==> src/rtl/sprite_frame_sync_ctrl.sv <==
// sprite_frame_sync_ctrl: double-buffered sprite register bank committed at vblank start,
// plus frame counter and frame-locked animation phase.
`default_nettype none

module sprite_frame_sync_ctrl #(
  parameter int NUM_REGS = 16,
  parameter int DATA_W   = 16,
  parameter int VACTIVE  = 480,
  parameter int ANIM_DIV = 6,
  parameter int ANIM_W   = 2
) (
  input  logic                         clk,
  input  logic                         reset,
  input  logic                         chipselect,
  input  logic                         write,
  input  logic [8:0]                   address,
  input  logic [31:0]                  writedata,
  input  logic [9:0]                   vcount,
  output logic [NUM_REGS*DATA_W-1:0]   active_regs,
  output logic                         commit_pulse,
  output logic                         frame_tick,
  output logic [15:0]                  frame_count,
  output logic [ANIM_W-1:0]            anim_state,
  output logic                         pending
);

  localparam int          IDX_W      = (NUM_REGS > 1) ? $clog2(NUM_REGS) : 1;
  localparam int          DIV_W      = (ANIM_DIV > 1) ? $clog2(ANIM_DIV) : 1;
  localparam logic [8:0]  CTRL_ADDR  = 9'h1FF;
  localparam logic [9:0]  NUM_REGS_L = 10'(NUM_REGS);
  localparam logic [9:0]  VACTIVE_L  = 10'(VACTIVE);
  localparam logic [DIV_W-1:0] DIV_LAST = DIV_W'(ANIM_DIV - 1);

  localparam logic [1:0] S_IDLE  = 2'd0;
  localparam logic [1:0] S_DIRTY = 2'd1;
  localparam logic [1:0] S_ARMED = 2'd2;

  logic [1:0]                 state_q, state_d;
  logic [NUM_REGS*DATA_W-1:0] shadow_q;
  logic [NUM_REGS*DATA_W-1:0] active_q;
  logic [9:0]                 vprev_q;
  logic                       auto_q;
  logic                       pause_q;
  logic                       commit_pulse_q;
  logic                       frame_tick_q;
  logic [15:0]                frame_count_q;
  logic [DIV_W-1:0]           div_q;
  logic [ANIM_W-1:0]          anim_q;

  logic             wr_en;
  logic             data_wr;
  logic             ctrl_wr;
  logic             commit_wr;
  logic             vb;
  logic             do_commit;
  logic [IDX_W-1:0] wr_idx;

  assign wr_en     = chipselect && write;
  assign data_wr   = wr_en && ({1'b0, address} < NUM_REGS_L);
  assign ctrl_wr   = wr_en && (address == CTRL_ADDR);
  assign commit_wr = ctrl_wr && writedata[1];
  assign wr_idx    = address[IDX_W-1:0];
  assign vb        = (vcount == VACTIVE_L) && (vprev_q != VACTIVE_L);

  // FSM state register
  always_ff @(posedge clk or posedge reset) begin
    if (reset) state_q <= S_IDLE;
    else       state_q <= state_d;
  end

  // FSM next state; a COMMIT in the vblank cycle re-arms for the following frame
  always_comb begin
    state_d = state_q;
    case (state_q)
      S_IDLE: begin
        if (data_wr)        state_d = S_DIRTY;
        else if (commit_wr) state_d = S_ARMED;
      end
      S_DIRTY, S_ARMED: begin
        if (do_commit) begin
          if (commit_wr)    state_d = S_ARMED;
          else if (data_wr) state_d = S_DIRTY;
          else              state_d = S_IDLE;
        end else if (commit_wr) begin
          state_d = S_ARMED;
        end
      end
      default: state_d = S_IDLE;
    endcase
  end

  // FSM outputs
  always_comb begin
    pending   = 1'b0;
    do_commit = 1'b0;
    case (state_q)
      S_DIRTY: begin
        pending   = 1'b1;
        do_commit = vb && auto_q;
      end
      S_ARMED: begin
        pending   = 1'b1;
        do_commit = vb;
      end
      default: begin
        pending   = 1'b0;
        do_commit = 1'b0;
      end
    endcase
  end

  // Register bank: the copy uses the pre-write shadow when both happen together
  always_ff @(posedge clk or posedge reset) begin
    if (reset) begin
      shadow_q       <= '0;
      active_q       <= '0;
      commit_pulse_q <= 1'b0;
      auto_q         <= 1'b1;
      pause_q        <= 1'b0;
    end else begin
      commit_pulse_q <= do_commit;
      if (data_wr)
        shadow_q[int'(wr_idx)*DATA_W +: DATA_W] <= writedata[DATA_W-1:0];
      if (do_commit)
        active_q <= shadow_q;
      if (ctrl_wr) begin
        auto_q  <= writedata[0];
        pause_q <= writedata[2];
      end
    end
  end

  // Frame timing and animation phase
  always_ff @(posedge clk or posedge reset) begin
    if (reset) begin
      vprev_q       <= '0;
      frame_tick_q  <= 1'b0;
      frame_count_q <= '0;
      div_q         <= '0;
      anim_q        <= '0;
    end else begin
      vprev_q      <= vcount;
      frame_tick_q <= vb;
      if (vb) begin
        frame_count_q <= frame_count_q + 16'd1;
        if (!pause_q) begin
          if (div_q == DIV_LAST) begin
            div_q  <= '0;
            anim_q <= anim_q + ANIM_W'(1);
          end else begin
            div_q <= div_q + DIV_W'(1);
          end
        end
      end
    end
  end

  assign active_regs  = active_q;
  assign commit_pulse = commit_pulse_q;
  assign frame_tick   = frame_tick_q;
  assign frame_count  = frame_count_q;
  assign anim_state   = anim_q;

endmodule

`default_nettype wire

==> config.mk <==
export PLATFORM = sky130hd
export DESIGN_NAME = sprite_frame_sync_ctrl
export DESIGN_NICKNAME = d
export VERILOG_FILES = /design/src/rtl/sprite_frame_sync_ctrl.sv
export SDC_FILE = /design/constraint.sdc
export NUM_CORES = 1
export LEC_CHECK = 0
export ABC_AREA = 0
export BUFFER_PORTS_ARGS = -buffer_cell sky130_fd_sc_hd__buf_4
export CAP_MARGIN = 20
export CORE_ASPECT_RATIO = 1.4
export CORE_MARGIN = 2
export CORE_UTILIZATION = 25
export DETAILED_ROUTE_END_ITERATION = 16
export GPL_ROUTABILITY_DRIVEN = 0
export PLACE_DENSITY = 0.49
export SLEW_MARGIN = 20
export SYNTH_ARGS = -nofsm -noshare
export SYNTH_HDL_FRONTEND = slang
export SYNTH_SLANG_ARGS = --single-unit
==> constraint.sdc <==
create_clock -name clk -period 14.6 [get_ports clk]
set_input_delay 0.73 -clock clk [delete_from_list [all_inputs] [get_ports clk]]
set_output_delay 0.73 -clock clk [all_outputs]
set_load 0.1 [all_outputs]
---- Yosys cells after proc, flatten, opt, wreduce, memory -nomap -nowiden ----
Cells that the tools add are included.
word-level totals
  output and inout port bits .............. 277
  bits of input ports ..................... 55
  logic and storage cells ................. 45
  bits in registers ....................... 549
operators by class
  bitwise logic cells ..................... 1
  equality and inequality tests ........... 6
  shifts and indexed selects .............. 2
  reductions and logical operators ........ 10
  add/subtract/negate cells ............... 4
  multiplexer cells ....................... 10
  magnitude comparators ................... 1
operators with widths
  kind                                                                        count
  256-bit bitwise mux                                                         1
  16-bit by 33-bit variable shift with 256-bit output (first input constant)  1
  16-bit by 33-bit indexed part select with 256-bit output                    1
  8-bit negation with 33-bit output                                           1
  16-bit by 1-bit adder with 16-bit output (second input constant)            1
  10-bit by 9-bit == test with 1-bit output (second input constant)           1
  10-bit by 9-bit inequality test with 1-bit output (second input constant)   1
  9-bit == test (second input constant)                                       1
  9-bit by 5-bit < comparator with 1-bit output (second input constant)       1
  2-bit 2-to-1 mux                                                            4
  1-bit logical AND                                                           6
  2-bit one-hot mux with 2 select lines                                       1
  3-bit by 1-bit adder with 3-bit output (second input constant)              1
  3-bit == test (second input constant)                                       1
  3-bit 2-to-1 mux                                                            1
  3-bit AND reduction                                                         1
  2-bit by 1-bit adder with 2-bit output (second input constant)              1
  2-bit by 1-bit == test with 1-bit output (second input constant)            1
  2-bit == test (second input constant)                                       1
  2-bit logical NOT                                                           1
  1-bit 2-to-1 mux                                                            2
  1-bit one-hot mux with 2 select lines                                       1
  2-bit AND reduction                                                         1
  2-bit OR reduction                                                          1
  1-bit NOT                                                                   1

---- Logic depth before layout (Yosys ltp) ----
  depth after elaboration ................. 6
  mapped depth ............................ 11
  gate-level depth less buffers ........... 7

---- Least setup slack after synthesis ----
No wires, ideal clock.
  path type ............................... input -> register
  from .................................... input address[0]
  to ...................................... register shadow_q[10]
  data required time ...................... 14.517 ns
  stages on the path ...................... 11
  data arrival time ....................... 3.474 ns
  path slack .............................. 11.043 ns
  buffers on the path ..................... 4
  setup time .............................. 0.083 ns
  path through ............................ clkbuf_1 -> buf_1 -> clkbuf_1 -> nor3_1 -> ha_1 -> or4_1 -> nor3_2 -> o2111a_1 -> buf_1 -> nand3_1 -> o21ai_0
on the way
  longest elaborated chain between the ends .. 3
  elaborated cells between the ends (all ways) .. 6
  classes of those cells .................. 1 x add/sub; 1 x order compare; 2 x shift; 1 x mux; 1 x reduce/logical
RTL lines
  element                                                                                                                                 RTL line  source
  from (decl)                                                                                                                             16        input logic [8:0] address,
  8-bit negation with 33-bit output                                                                                                       123       shadow_q[int'(wr_idx)*DATA_W +: DATA_W] <= writedata[DATA_W-1:0];
  16-bit by 33-bit indexed part select with 256-bit output / 16-bit by 33-bit variable shift with 256-bit output (equally long branches)  123
  256-bit bitwise mux                                                                                                                     123
  to (signal, indexed assignment)                                                                                                         123
  to (decl)                                                                                                                               39        logic [NUM_REGS*DATA_W-1:0] shadow_q;
Parallel ways exist; a longest one is shown, timed or not.
A chain may end at the register's enable or synchronous reset.

---- Final worst setup path ----
  from .................................... input vcount[0]
  to ...................................... register active_q[145] (netlist: active_regs[145])
on the way
  longest elaborated chain between the ends .. 4
RTL lines
  element                                        RTL line  source
  from (decl)                                    18        input logic [9:0] vcount,
  10-bit by 9-bit == test with 1-bit output (*)  63        assign vb = (vcount == VACTIVE_L) && (vprev_q != VACTIVE_L);
  1-bit logical AND (*)                          63
  1-bit logical AND                              99        do_commit = vb && auto_q;
  1-bit one-hot mux with 2 select lines (*)      96        case (state_q)
  to (signal assigned)                           125       active_q <= shadow_q;
  to (decl)                                      40        logic [NUM_REGS*DATA_W-1:0] active_q;
Mark *: on every way between the ends. The rest lies on a longest branch, timed or not.

==> summary.md <==
| Metric | Value |
|---|---|
| Post-synth top area share | 64.94% |
| Count leader, synth | dfrtp_1 |
| CP max stage cell | buf_4 |
| Sw power | 727.5 uW |
| Setup bufs post-CTS | 0 |
| CP startpoint kind | primary input |
| Syn. warnings | 0 |
| Post-synth EDFFs | 0 |
| Crit-path max cell delay | 880 ps |
| Max Slew Vio Count | 0 |
| Worst EP required | 15100 ps |
| Register area share after synthesis | 65.06% |
| Mapped Cells | 1417 |
| Syn_area_per_cell | 14.90 um2 |
| Core Area | 84030 um2 |
| Gate power share | 3.7% |
| Root buffer cell | clkbuf_16 |
| Area grow syn2layout | 26.48% |
| Antenna violations before repair | 6 |
| Hpwl dp | 38380 um |
| Async set or reset register ratio after synthesis | 100.0% |
| Sink Count | 549 |
| Final period utilization | 30.23% |
| Leak | 13.75 nW |
| Final antenna-violating net count | 0 |
| Vias in the first global route | 13330 |
| Fin area | 26710 um2 |
| Critical path class | in -> reg |
| GR Overflow Total | 0 |
| Crit path capture type | flop |
| Worst Path Arrival | 4910 ps |
| Final setup violation count | 0 |
| DRC | 0 |
| Leading post-synthesis cells by instance count | dfrtp_1 (548), mux2_2 (435), nand2_1 (78) |
| Worst skew pair latency | 630 ps |
| Clk_skew | 26.07 ps |
| Via/cell ratio | 4.341 |
| DR WL/cell | 20.68 um |
| CTS tree | built |
| DR iter-0 viols | 488 |
| Number of CTS-inserted buffers | 59 |
| Die X | 249.6 um |
| Largest net degree at the start of global routing | 151 |
| Power share of the clock group | 48.4% |
| Fin nets | 1796 |
| DRT Pass-1 Iters | 6 |
| Die ar. | 86850 um2 |
| Gr usage total | 13.62% |
| WL final | 59310 um |
| Crit Path Max Fanout | 126 |
| Cell taking the most area after synthesis | dfrtp_1 |
| VDD IR max | 0.00008551 V |
| Hold buffers post-CTS | 0 |
| Flop pwr share | 47.9% |
| Routed via count | 12450 |
| Top post-synthesis cells by area | dfrtp_1 (65%), mux2_2 (23%), nand2_1 (1.4%) |
| Most common cell on crit path | buf_4 |
| Post-Synthesis Cell Area | 21120 um2 |
| Slew margin rel. | 32.72% |
| Post-cts sizing count | 0 |
| Final core utilization | 31.79% |
| Port bufs | 315 |
| Worst-path cell chain | buf_4 -> or4_1 -> or3_1 -> nor4b_4 -> buf_12 -> buf_4 -> buf_4 -> mux2_2 |
| Post-synthesis net count | 1480 |
| WHS | 158.5 ps |
| Reg clk slew, reported paths | 60 ps |
| Chip height | 347.9 um |
| First-pass GRT wire length | 88930 um |
| Starting Density | 25.13% |
| RSZ-0062 raised after global routing | false |
| Switching part of the total | 22.63% |
| Sum of negative setup slack | 0 ps |
| Primary FF master, synth | dfrtp_1 |
| Total power | 3.215 mW |
| DP Area | 24690 um2 |
| Internal power | 2.487 mW |
| Yosys cell types | 43 |
| Final worst path period need | 4413 ps |
| Fmax achieved | 226.6 MHz |
| Status | completed |
| Hold Path Class | in -> async |
| Seq cells post-synth | 549 |
| CTS Buffer Depth | 3 |
| Worst Max-Slew Pin Slew | 995.1 ps |
| Final Hold Viols | 0 |
| Share of cells above drive strength 1 | 49.58% |
| PwrDens | 120.4 nW/um2 |
| H-tree depth | 2 |
| Max_cap viols | 0 |
| I/O pin count | 332 |
| # rows | 126 |
placed cells by master, fill, tap and decap left out, types with 3 or more instances in the layout:
master	instances
nand3_1	22
and2_1	16
dfrtp_1	548
nor2_2	3
nand4_1	10
clkbuf_16	59
bufinv_16	7
nor3_1	12
buf_4	328
clkinv_4	4
mux2i_1	15
clkinv_2	3
nor4_1	5
buf_12	3
ha_1	8
nand2_1	78
nand2_2	4
inv_1	42
clkbuf_8	12
or4_1	4
xor2_1	9
mux2_1	18
inv_6	3
mux2_2	435
clkinvlp_4	4
nand3_2	4
nand2b_1	3
nor2_1	15
clkbuf_1	14
o21ai_0	53
xnor2_1	9
diode_2	3
nand4b_1	4
final cells by class:
cell class / instances / area (um2)
Timing Repair Buffer: 331 / 2522
Inverter: 43 / 165.2
Fill cell: 8342 / 57320
Sequential cell: 549 / 13740
Antenna cell: 3 / 7.507
Clock inverter: 20 / 309.0
Tap cell: 1088 / 1361
Clock buffer: 85 / 1694
Multi-Input combinational cell: 749 / 6912
per-layer routing:
metal | up-vias | GRT usage (%) | part of all wire, %
li1 | 5575 | - | -
met1 | 6489 | 16.86 | 42
met2 | 303 | 23.53 | 50
met3 | 82 | 3.350 | 5.8
met4 | 2 | 3.737 | 2.0
met5 | - | 0 | 0.022
worst max-delay path: cells and delay by family:
family | cells | cell delay (ps)
buf+inv | 4 | 2240
mux | 1 | 420
simple gates | 3 | 1370
power groups by stage:
stage / sequential [mW] / combinational (mW) / clock (mW)
6_report: 1.54 / 0.118 / 1.56
5_1_grt: 1.54 / 0.133 / 1.67
4_1_cts: 1.54 / 0.124 / 1.62
3_5_place_dp: 1.57 / 0.123 / 0
3_3_place_gp: 1.57 / 0.121 / 0
2_1_floorplan: 1.57 / 0.0690 / 0
stage by stage:
stage          setup WS [ps]  instances
3_5_place_dp            9373       2760
2_1_floorplan           6401       1417
6_report               10190       2868
4_1_cts                10060       2865
5_1_grt                 9878       2865
3_3_place_gp            9388       2760
kinds of logic (layout without fill, tap and decap cells):
group | after synthesis | count (layout) | share of synthesized area, %
fa+ha+maj | 8 | 8 | 0.4740
flops | 549 | 549 | 65.06
compound gates | 59 | 59 | 1.463
buf+inv | 119 | 479 | 2.417
simple gates | 196 | 196 | 4.971
other cells | 0 | 3 | 0
mux | 468 | 468 | 24.87
xor+xnor | 18 | 18 | 0.7466
sequential cells by signal, indices dropped and copies added, names as in the netlist:
name and flops:
pause_q 1, auto_q 1, state_q 2, frame_tick 1, div_q 3, frame_count 16
active_regs 256, shadow_q 256, anim_state 2, vprev_q 10, commit_pulse 1
worst paths after layout:
check	startpoint	endpoint	slack (ps)	cells past startpoint
worst min-delay path	reset	shadow_q[134]	160	2
worst min register to register	div_q[0]	div_q[0]	470	1
worst max-delay path	vcount[0]	active_regs[145]	10190	8
worst max register to register	vprev_q[7]	active_regs[145]	10560	7
max in group asynchronous	reset	active_regs[146]	12410	4
min in group clk	vcount[3]	vprev_q[3]	210	1
(Power assumes the default switching activity.)
